`src/rtl/dm_arb_pkg.sv`:
```
// Shared encodings for the data-memory port arbiter: memory access types,
// FSM state enum and the alignment check applied when a command is latched.
package dm_arb_pkg;

    localparam logic [1:0] MT_INVALID = 2'b00;
    localparam logic [1:0] MT_BYTE    = 2'b01;
    localparam logic [1:0] MT_HALF    = 2'b10;
    localparam logic [1:0] MT_WORD    = 2'b11;

    typedef enum logic [0:0] {
        ST_IDLE  = 1'b0,
        ST_SERVE = 1'b1
    } arb_state_e;

    // A command is in error when its type is invalid or its address is not
    // naturally aligned for the access size.
    function automatic logic cmd_is_bad(input logic [1:0] m_type, input logic [1:0] addr_lo);
        logic bad;
        bad = 1'b0;
        case (m_type)
            MT_INVALID: bad = 1'b1;
            MT_HALF:    bad = addr_lo[0];
            MT_WORD:    bad = |addr_lo;
            default:    bad = 1'b0;
        endcase
        return bad;
    endfunction

endpackage

```
`src/rtl/dm_port_arbiter_rr_arb2.sv`:
```
// Two-way round-robin pick: a lone eligible port wins outright; on a tie the
// port that was not served last wins.
module rr_arb2 (
    input  logic [1:0] eligible,
    input  logic       last,
    output logic       winner
);

    // Tie goes to the port opposite the last grant.
    always_comb begin
        winner = 1'b0;
        if (eligible == 2'b11) begin
            winner = ~last;
        end else begin
            winner = eligible[1];
        end
    end

endmodule

```
`src/rtl/dm_port_arbiter.sv`:
```
// Data-memory arbiter between the CPU memory stage (port 0) and the
// debug/DMA port (port 1). One latched command is presented to memory per
// SERVE cycle and acknowledged combinationally to its owner in that cycle.
//
// state    | meaning
// ---------+-----------------------------------------------------------
// ST_IDLE  | memory side inactive, all memory-side outputs at zero
// ST_SERVE | latched command driven to memory, owner acked this cycle
module dm_port_arbiter
    import dm_arb_pkg::*;
#(
    parameter int CNT_W = 16,
    parameter int NPORT = 2
) (
    input  logic             clk,
    input  logic             reset,

    input  logic             req_0,
    input  logic             we_0,
    input  logic [1:0]       type_0,
    input  logic [31:0]      addr_0,
    input  logic [31:0]      wdata_0,
    input  logic [31:0]      pc_0,
    output logic             ack_0,
    output logic             err_0,
    output logic [31:0]      rdata_0,

    input  logic             req_1,
    input  logic             we_1,
    input  logic [1:0]       type_1,
    input  logic [31:0]      addr_1,
    input  logic [31:0]      wdata_1,
    input  logic [31:0]      pc_1,
    output logic             ack_1,
    output logic             err_1,
    output logic [31:0]      rdata_1,

    output logic             dm_scr,
    output logic [1:0]       dm_M_type,
    output logic [31:0]      dm_addr,
    output logic [31:0]      dm_din,
    output logic [31:0]      dm_pc,
    input  logic [31:0]      dm_dout,

    output logic [CNT_W-1:0] gcnt0,
    output logic [CNT_W-1:0] gcnt1
);

    localparam logic [CNT_W-1:0] CNT_ONE = {{(CNT_W-1){1'b0}}, 1'b1};

    arb_state_e        state;
    logic              owner;
    logic              last;
    logic              cmd_we;
    logic [1:0]        cmd_type;
    logic [31:0]       cmd_addr;
    logic [31:0]       cmd_wdata;
    logic [31:0]       cmd_pc;
    logic              cmd_err;

    logic              serving;
    logic [NPORT-1:0]  owned;
    logic [NPORT-1:0]  eligible;
    logic              winner;

    logic              sel_we;
    logic [1:0]        sel_type;
    logic [31:0]       sel_addr;
    logic [31:0]       sel_wdata;
    logic [31:0]       sel_pc;

    assign serving = (state == ST_SERVE);

    // The owner's request is masked during its ack cycle so a held req is
    // not re-granted back-to-back; it reappears as a new transaction later.
    always_comb begin
        owned = '0;
        if (serving) begin
            owned[owner] = 1'b1;
        end
        eligible = {req_1, req_0} & ~owned;
    end

    rr_arb2 u_rr_arb2 (
        .eligible (eligible),
        .last     (last),
        .winner   (winner)
    );

    // Route the winning port's command toward the command register.
    always_comb begin
        if (winner) begin
            sel_we    = we_1;
            sel_type  = type_1;
            sel_addr  = addr_1;
            sel_wdata = wdata_1;
            sel_pc    = pc_1;
        end else begin
            sel_we    = we_0;
            sel_type  = type_0;
            sel_addr  = addr_0;
            sel_wdata = wdata_0;
            sel_pc    = pc_0;
        end
    end

    // FSM, owner/round-robin pointer and command register.
    always_ff @(posedge clk or posedge reset) begin
        if (reset) begin
            state     <= ST_IDLE;
            owner     <= 1'b0;
            last      <= 1'b1;
            cmd_we    <= 1'b0;
            cmd_type  <= MT_INVALID;
            cmd_addr  <= '0;
            cmd_wdata <= '0;
            cmd_pc    <= '0;
            cmd_err   <= 1'b0;
        end else if (|eligible) begin
            state     <= ST_SERVE;
            owner     <= winner;
            last      <= winner;
            cmd_we    <= sel_we;
            cmd_type  <= sel_type;
            cmd_addr  <= sel_addr;
            cmd_wdata <= sel_wdata;
            cmd_pc    <= sel_pc;
            cmd_err   <= cmd_is_bad(sel_type, sel_addr[1:0]);
        end else if (serving) begin
            state     <= ST_IDLE;
        end
    end

    // Per-port completed-grant counters, saturating at all-ones.
    always_ff @(posedge clk or posedge reset) begin
        if (reset) begin
            gcnt0 <= '0;
            gcnt1 <= '0;
        end else if (serving) begin
            if (!owner && (gcnt0 != '1)) begin
                gcnt0 <= gcnt0 + CNT_ONE;
            end
            if (owner && (gcnt1 != '1)) begin
                gcnt1 <= gcnt1 + CNT_ONE;
            end
        end
    end

    // Memory-side drive; errored commands never assert the write strobe.
    always_comb begin
        dm_scr    = 1'b0;
        dm_M_type = MT_INVALID;
        dm_addr   = '0;
        dm_din    = '0;
        dm_pc     = '0;
        if (serving) begin
            dm_scr    = cmd_we & ~cmd_err;
            dm_M_type = cmd_type;
            dm_addr   = cmd_addr;
            dm_din    = cmd_wdata;
            dm_pc     = cmd_pc;
        end
    end

    // Requester-side response goes to the owner only.
    always_comb begin
        ack_0   = 1'b0;
        err_0   = 1'b0;
        rdata_0 = '0;
        ack_1   = 1'b0;
        err_1   = 1'b0;
        rdata_1 = '0;
        if (serving) begin
            if (owner) begin
                ack_1   = 1'b1;
                err_1   = cmd_err;
                rdata_1 = dm_dout;
            end else begin
                ack_0   = 1'b1;
                err_0   = cmd_err;
                rdata_0 = dm_dout;
            end
        end
    end

endmodule

```
`config.mk`:
```
export PLATFORM = sky130hd
export DESIGN_NAME = dm_port_arbiter
export DESIGN_NICKNAME = d
export VERILOG_FILES = /design/src/rtl/dm_arb_pkg.sv /design/src/rtl/dm_port_arbiter_rr_arb2.sv /design/src/rtl/dm_port_arbiter.sv
export SDC_FILE = /design/constraint.sdc
export NUM_CORES = 1
export LEC_CHECK = 0
export CORE_AREA = 10 10 159 161
export CTS_BUF_LIST = sky130_fd_sc_hd__clkbuf_2 sky130_fd_sc_hd__clkbuf_4 sky130_fd_sc_hd__clkbuf_8
export DETAILED_ROUTE_END_ITERATION = 10
export DIE_AREA = 0 0 169 171
export HOLD_SLACK_MARGIN = 0.1
export PLACE_DENSITY = 0.71
export SYNTH_ARGS = -nofsm -noshare
export SYNTH_HDL_FRONTEND = slang
export SYNTH_SLANG_ARGS = --single-unit
```
`constraint.sdc`:
```
create_clock -name clk -period 7.1 [get_ports clk]
set_clock_uncertainty 0.05 [all_clocks]
set_input_delay 0.71 -clock clk [delete_from_list [all_inputs] [get_ports clk]]
set_output_delay 0.71 -clock clk [all_outputs]
set_load 0.005 [all_outputs]
```
Word-level counts from Yosys, hierarchy flattened --
Index checks and enable logic that the tools add are counted.
Cells by class: add/sub/neg operators 2, order comparisons 2, eq/ne operators 5, muxes and demuxes 28, bitwise gates (word level) 5, reductions and logical operators 9
Operator list (number):
- $mux 32 | 10
- $add 16x1->16 const B | 2
- $ne 16x16->1 const B | 2
- $mux 1 | 13
- $eq 2x2->1 const B | 3
- $mux 2 | 3
- $reduce_and 2->1 | 2
- $reduce_or 2->1 | 2
- $logic_and 1x1->1 | 3
- $pmux 1 s3 | 1
- $and 2x2->2 | 1
- $logic_not 2->1 | 1
- $lt 1x2->1 const B | 1
- $not 1->1 | 2
- $not 2->2 | 1
- $and 1x1->1 | 1
- $demux 1 s1 | 1
- $ge 1x1->1 const B | 1
- $logic_not 1->1 | 1
Storage, ports and cells: register bits 135, bits of input ports 234, output and inout port bits 199, logic and storage cells 62

Longest topological paths before layout --
Gate-level depths: netlist of the first run.
word-level depth 12, depth in mapped cells 8, mapped depth without buffers 5

Cells and area by module --
A second synthesis of the first run with hierarchy kept.
Second synthesis, totals: cell total of the unflattened synthesis 782, area total of the unflattened synthesis 7519.7 µm²
By module, submodules not included:
- dm_port_arbiter | instances 1, cells each 781, area each 7508.5 µm², seq. area each 3379.5 µm²
- rr_arb2 | instances 1, cells each 1, area each 11.3 µm², seq. area each 0.0 µm²

Least setup slack after synthesis of the first run --
OpenSTA, ideal clock, no wires.
path kind register -> output, start point reg owner, end point out rdata_0[22], data arrival time 1257 ps, data required time 6340 ps, path slack 5083 ps, cell stages (with the launch flop) 7, path buffers 3, cell sequence dfrtp_1 buf_6 nand2b_4 buf_6 inv_1 clkbuf_1 and2_1
Between the ends: longest elaborated chain between the ends 2
RTL lines:
- start: declaration | RTL line dm_port_arbiter.sv:52 | logic owner;
- start signal: assignment | RTL line dm_port_arbiter.sv:121 | owner <= winner;
- $mux 32 | RTL line dm_port_arbiter.sv:174 | if (owner) begin
- $mux 32 | RTL line dm_port_arbiter.sv:173 | if (serving) begin
- end: declaration | RTL line dm_port_arbiter.sv:26 | output logic [31:0] rdata_0,
Every way passes these cells.

Worst setup path in the final report of the first run --
start point reg owner, end point out rdata_0[18]
The elaborated chain is that of the path after synthesis.

==> out/qor.yml, run 1 <==
synth:
  synth_nets: 941
  synth_top_family_by_area: "simple AND/OR/NAND/NOR gates"
  synthArstFlopShare_pct: 100.0
  yosysWarnings: 0
  yosysTopAreaCell: "dfrtp_1"
  synth_edf_count: 0
  ys.flop_type: "dfrtp_1"
  synth_area_leaders: "dfrtp_1 (46%), a221o_1 (11%), and2_1 (11%)"
  synth_cell_type_count: 44
  synth.most_common_cell: "dfrtp_1"
  synthXorXnorAreaFrac_pct: 3.004
  ys_ff_latch: 135
  syn_area_um2: 7289
  muxShareOfSynthArea_pct: 3.519
  synth_top_cell_area_share_pct: 46.00
  synthTopCellsByCount: "dfrtp_1 (134), and2_1 (132), nor2b_1 (85)"
  synth-seq-area-share_pct: 46.36
  synth_compound_area_share_pct: 13.75
  yosys.area_share.simple_pct: 28.68
  postSynthCellCount: 705
  syn_avg_cell_area_um2: 10.34
  synth-adder-area-share_pct: 0.3433
floorplan:
  initial_utilization_pct: 32.79
  die_h_um: 171
  die_area_um2: 28900
  row_count: 55
  core_um2: 22230
  die-width_um: 169
  ios: 433
clocking:
  cts-root-buf: "clkbuf_8"
  post_cts_resized: 0
  clockBufferDepth: 2
  insertion_delay_ps: 430
  cts_tree: "done"
  cts_hold_buf: 0
  cts_made_buffers: 17
  cts_sinks: 135
  post_cts_buffers: 0
  cts_max_level: 4
  clk_pin_slew_ps: 80
pwr:
  total_power_mw: 3.359
  p_int_mw: 2.301
  p_leak_nw: 5.046
  p_seq_share_pct: 34.7
  clkPwrFrac_pct: 22.4
  power_density_nw_per_um2: 275.0
  switching_share_pct: 31.51
  power.switching_mw: 1.058
  power_frac_comb_pct: 42.9
  vdd_drop_max_v: 0.0001269
critical_path:
  startpoint_type: "flop"
  setup.worst_path.start: "owner"
  crit_fanout: 38
  end_kind: "primary output"
  rrSetupSlack_ps: 3810
  arrival_ps: 3000
  crit_type: "reg2out"
  worst-path-buf-inv: 2
  crit_chain: "nand2b_4, inv_1, and2_1, clkdlybuf4s50_1"
  r2r-end: "cmd_pc[17]"
  slowest_delay_ps: 1020
  worst_path_dominant_cell_family: "flip-flops"
  cp_slowest_cell: "dfrtp_1"
  cp.required_ps: 6340
  reg2reg_from: "owner"
  r2r_cells: 5
cells_and_area:
  nets: 1340
  syn2layout_area_growth_pct: 67.54
  n_fill_cell: 2010
  drive_gt1_share_pct: 5.466
  diodes: 0
  register_area_um2: 3383
  multi_input_area_um2: 3617
flow_run:
  maxCapViolations: 0
min_path:
  hold_end: "gcnt1[15]"
  hp-class: "reg2reg"
  min_path_cells: 1
  hp-start: "gcnt1[15]"
place:
  finalWeightedCongestion: 0.8662
  dp_hpwl_um: 22570
  place_ws_ps: 3724
  port-buffer-count: 432
routing:
  detail-route-antenna-nets: 0
  viasPerCell: 4.942
  dr_total_vias: 6924
  wirelength_um: 29960
  drt_iter0_drc: 379
  drc: 0
  wl_per_cell_um: 21.38
  firstDrtPassIters: 5
global_routing:
  grt_use_total_pct: 19.91
  antenna_found_initial: 0
  grt_max_degree: 111
  first_global_vias: 7366
  grt_pass1_wl_um: 45140
  grt_overflow: 0
sta:
  fin_crit_ps: 3760
  rsz0062_at_grt: "no"
  clock.fmax_ghz: 0.2659
  fin_crit_sh_pct: 52.96
  drv_slew: 0
  whs_ps: 462.9
  fin_ws_ps: 3340
  worst_slew_pin_slew_ps: 1029
  fin_setup_tns_ps: 0
  max_slew_margin_pct: 31.42
  finalHoldViolations: 0
  finalSetupViolCount: 0
outcome:
  status: "complete, no violations"
[cell families after synthesis]
| kind of cell | Yosys count |
|---|---|
| buffers and inverters | 64 |
| flip-flops | 135 |
| multiplexers | 25 |
| AO/OA/AOI/OAI | 113 |
| AND/OR/NAND/NOR | 341 |
| XOR/XNOR | 25 |
| adder cells (fa/ha/maj) | 2 |
[through the flow]
step	instances	cell area [µm²]	util (%)
floorplan	705	7289	-
global placement	1370	11750	52.88
detailed placement	1370	11750	52.88
CTS	1401	12210	54.95
global route	1401	12210	54.95
finish	1401	12210	54.95
[worst max path at each step]
| stage | slack, ps | cells past startpoint | end |
|---|---|---|---|
| finish | 3340 | 4 | rdata_0[18] |
| global route | 3040 | 4 | rdata_0[18] |
| CTS | 3230 | 4 | rdata_0[18] |
| detailed placement | 3720 | 4 | rdata_0[18] |
| global placement | 3810 | 4 | rdata_0[18] |
| floorplan | 2730 | 1 | cmd_addr[0] |
[registers in the layout (all words and copies together) (netlist names)]
name / flops
cmd_addr: 32
cmd_err: 1
cmd_pc: 32
cmd_type: 2
cmd_wdata: 32
cmd_we: 1
gcnt0: 16
gcnt1: 16
last: 1
owner: 1
serving: 1
[metal layers]
| layer | global-route usage, % | wire length [µm] | vias to the layer above |
|---|---|---|---|
| met2 | 33.93 | 15000 | 286 |
| met1 | 23.08 | 11880 | 3314 |
| li1 | - | - | 3307 |
| met4 | 4.315 | 293 | 0 |
| met5 | 0 | 0 | - |
| met3 | 7.938 | 2785 | 17 |
[power groups by stage]
| stage | logic (mW) | registers, mW | clock network [mW] |
|---|---|---|---|
| 2_1_floorplan | 0.703 | 1.10 | 0 |
| 3_3_place_gp | 1.45 | 1.17 | 0 |
| 3_5_place_dp | 1.46 | 1.17 | 0 |
| 4_1_cts | 1.47 | 1.17 | 0.777 |
| 5_1_grt | 1.57 | 1.20 | 0.810 |
| 6_report | 1.44 | 1.17 | 0.752 |
[cells in the final DEF (no fill, tap or decap), types with 6 or more instances in the layout]
cell	n
clkdlybuf4s50_1	432
dfrtp_1	133
and2_1	132
nor2b_1	85
a221o_1	83
and3_1	30
nor2_1	24
xor2_1	22
mux2i_1	20
a21oi_1	20
clkbuf_8	17
nor3_1	12
nand2_1	11
nand4_1	9
nand3_1	9
inv_6	6
buf_4	6
[layout make-up]
type | instances | share of cell area (%)
Timing Repair Buffer | 438 | 35.77
Clock inverter | 13 | 1.783
Multi-Input combinational cell | 506 | 29.62
Clock buffer | 18 | 1.977
Sequential cell | 135 | 27.70
Tap cell | 285 | 2.920
Inverter | 6 | 0.2254
(Power assumes the default switching activity.)
==> run 2: changes to the inputs <==
--- a/config.mk
+++ b/config.mk
@@ -5,12 +5,12 @@
 export SDC_FILE = /design/constraint.sdc
 export NUM_CORES = 1
 export LEC_CHECK = 0
-export CORE_AREA = 10 10 159 161
+export CORE_AREA = 10 10 160 162
 export CTS_BUF_LIST = sky130_fd_sc_hd__clkbuf_2 sky130_fd_sc_hd__clkbuf_4 sky130_fd_sc_hd__clkbuf_8
 export DETAILED_ROUTE_END_ITERATION = 10
-export DIE_AREA = 0 0 169 171
+export DIE_AREA = 0 0 170 172
 export HOLD_SLACK_MARGIN = 0.1
-export PLACE_DENSITY = 0.71
+export PLACE_DENSITY = 0.73
 export SYNTH_ARGS = -nofsm -noshare
 export SYNTH_HDL_FRONTEND = slang
 export SYNTH_SLANG_ARGS = --single-unit
==> constraint.sdc (replaced) <==
create_clock -name clk -period 3.2 [get_ports clk]
set_clock_uncertainty 0.05 [all_clocks]
set_input_delay 0.32 -clock clk [delete_from_list [all_inputs] [get_ports clk]]
set_output_delay 0.32 -clock clk [all_outputs]
set_load 0.005 [all_outputs]
==> out/qor.yml, run 2 (synthesized netlist as in run 1, its figures left out) <==
min_path:
  hp-class: "in2async"
clocking:
  insertion_delay_ps: 450
  cts_sinks: 135
  clk_pin_slew_ps: 100
  cts_tree: "done"
  cts_max_level: 4
  post_cts_buffers: 0
  cts_hold_buf: 0
  cts-root-buf: "clkbuf_8"
  clockBufferDepth: 2
  post_cts_resized: 0
  cts_made_buffers: 17
critical_path:
  cp_slowest_cell: "buf_4"
  arrival_ps: 2400
  crit_type: "reg2out"
  worst-path-buf-inv: 2
  reg2reg_from: "serving"
  slowest_delay_ps: 570
  r2r_cells: 5
  cp.required_ps: 2830
  r2r-end: "cmd_pc[14]"
  startpoint_type: "flop"
  end_kind: "primary output"
  crit_fanout: 76
  crit_chain: "buf_4, and2_1, clkdlybuf4s50_1"
  rrSetupSlack_ps: 930
  worst_path_dominant_cell_family: "buffers and inverters"
pwr:
  p_leak_nw: 5.089
  power_density_nw_per_um2: 597.0
  vdd_drop_max_v: 0.0002970
global_routing:
  grt_max_degree: 84
  antenna_found_initial: 0
  grt_pass1_wl_um: 44190
  grt_use_total_pct: 19.44
  first_global_vias: 7256
  grt_overflow: 0
routing:
  wl_per_cell_um: 21.16
  dr_total_vias: 7037
  viasPerCell: 4.987
  highest_layer: "met4"
  wirelength_um: 29860
  drt_iter0_drc: 393
  wl_met1_um: 12020
  drc: 0
  firstDrtPassIters: 4
  detail-route-antenna-nets: 0
  dr_wl_met3_um: 2890
  route.met2.wl_um: 14350
floorplan:
  core_um2: 22370
  ios: 433
  die_area_um2: 29240
  die_h_um: 172
  die-width_um: 170
  row_count: 55
  initial_utilization_pct: 32.59
cells_and_area:
  stdcell_count: 1411
  final_cell_area_um2: 12300
  syn2layout_area_growth_pct: 68.71
  n_fill_cell: 2010
  reg_top3: "cmd_addr: 32 flops, cmd_pc: 32 flops, cmd_wdata: 32 flops"
  drive_gt1_share_pct: 6.306
  layout_commonest_cell: "clkdlybuf4s50_1"
  diodes: 0
  utilization_pct: 54.99
  nets: 1349
  layout_common_cells: "clkdlybuf4s50_1 (432), dfrtp_1 (133), and2_1 (132), nor2b_1 (85), a221o_1 (83)"
sta:
  finalHoldViolations: 0
  drv_slew: 0
  fin_setup_tns_ps: 0
  fin_crit_ps: 2768
  worst_slew_pin_slew_ps: 713.6
  finalSetupViolCount: 0
  whs_ps: 253.0
  rsz0062_at_grt: "no"
  max_slew_margin_pct: 52.43
  clock.fmax_ghz: 0.3613
  fin_crit_sh_pct: 86.49
flow_run:
  maxCapViolations: 0
outcome:
  status: "complete, no violations"
place:
  dp_hpwl_um: 22550
  port-buffer-count: 432
  finalWeightedCongestion: 0.8392
  placed_cells: 1379
  dpl_cell_area_um2: 11900
run 2: cell count changes in the layout (fill, tap and decap cells not counted), moves of 3 or more:
cell / before / now
buf_12: 0 / 6
buf_4: 6 / 9
bufinv_16: 5 / 1
inv_8: 0 / 4
run 2: per-stage QoR:
step / total power [mW] / setup slack (ps)
floorplan: 4.011 / 1152
global placement: 5.887 / 861.0
detailed placement: 5.924 / 825.0
CTS: 7.452 / 388.0
global route: 7.822 / 273.1
finish: 7.341 / 432.2
run 2: metal layers:
layer / up-vias / GRT usage [%]
li1: 3328 / -
met1: 3375 / 22.54
met2: 304 / 31.96
met3: 30 / 7.934
met4: 0 / 6.522
met5: - / 0
run 2: worst max-delay path by stage:
| stage | depth (start not counted) | startpoint | endpoint |
|---|---|---|---|
| 2_1_floorplan | 1 | reset | cmd_addr[0] |
| 3_3_place_gp | 3 | serving | dm_din[13] |
| 3_5_place_dp | 6 | req_0 | cmd_wdata[2] |
| 4_1_cts | 3 | serving | dm_M_type[1] |
| 5_1_grt | 3 | serving | dm_M_type[1] |
| 6_report | 3 | serving | dm_addr[1] |
run 2: layout make-up:
type | count | area [µm²] | share of cell area [%]
timing repair buffer | 447 | 4512 | 36.69
multi-input combinational | 506 | 3617 | 29.41
sequential | 135 | 3383 | 27.51
tap | 285 | 356.6 | 2.900
clock buffer | 18 | 247.7 | 2.014
clock inverter | 14 | 155.1 | 1.262
inverter | 6 | 26.28 | 0.2137
run 2: report_power, final:
part	internal, mW	switching (mW)	leakage, nW	total [mW]
clock	0.674	0.806	0.202	1.48
sequential	2.21	0.338	1.66	2.55
combinational	2.00	1.31	3.23	3.31
total	4.89	2.45	5.09	7.34
run 2: worst reg2reg max path: cells and delay by family, from the launching register on:
family	cells	cell delay (ps)
simple gates	3	830
compound gates	1	520
flops	1	580
buf+inv	1	190
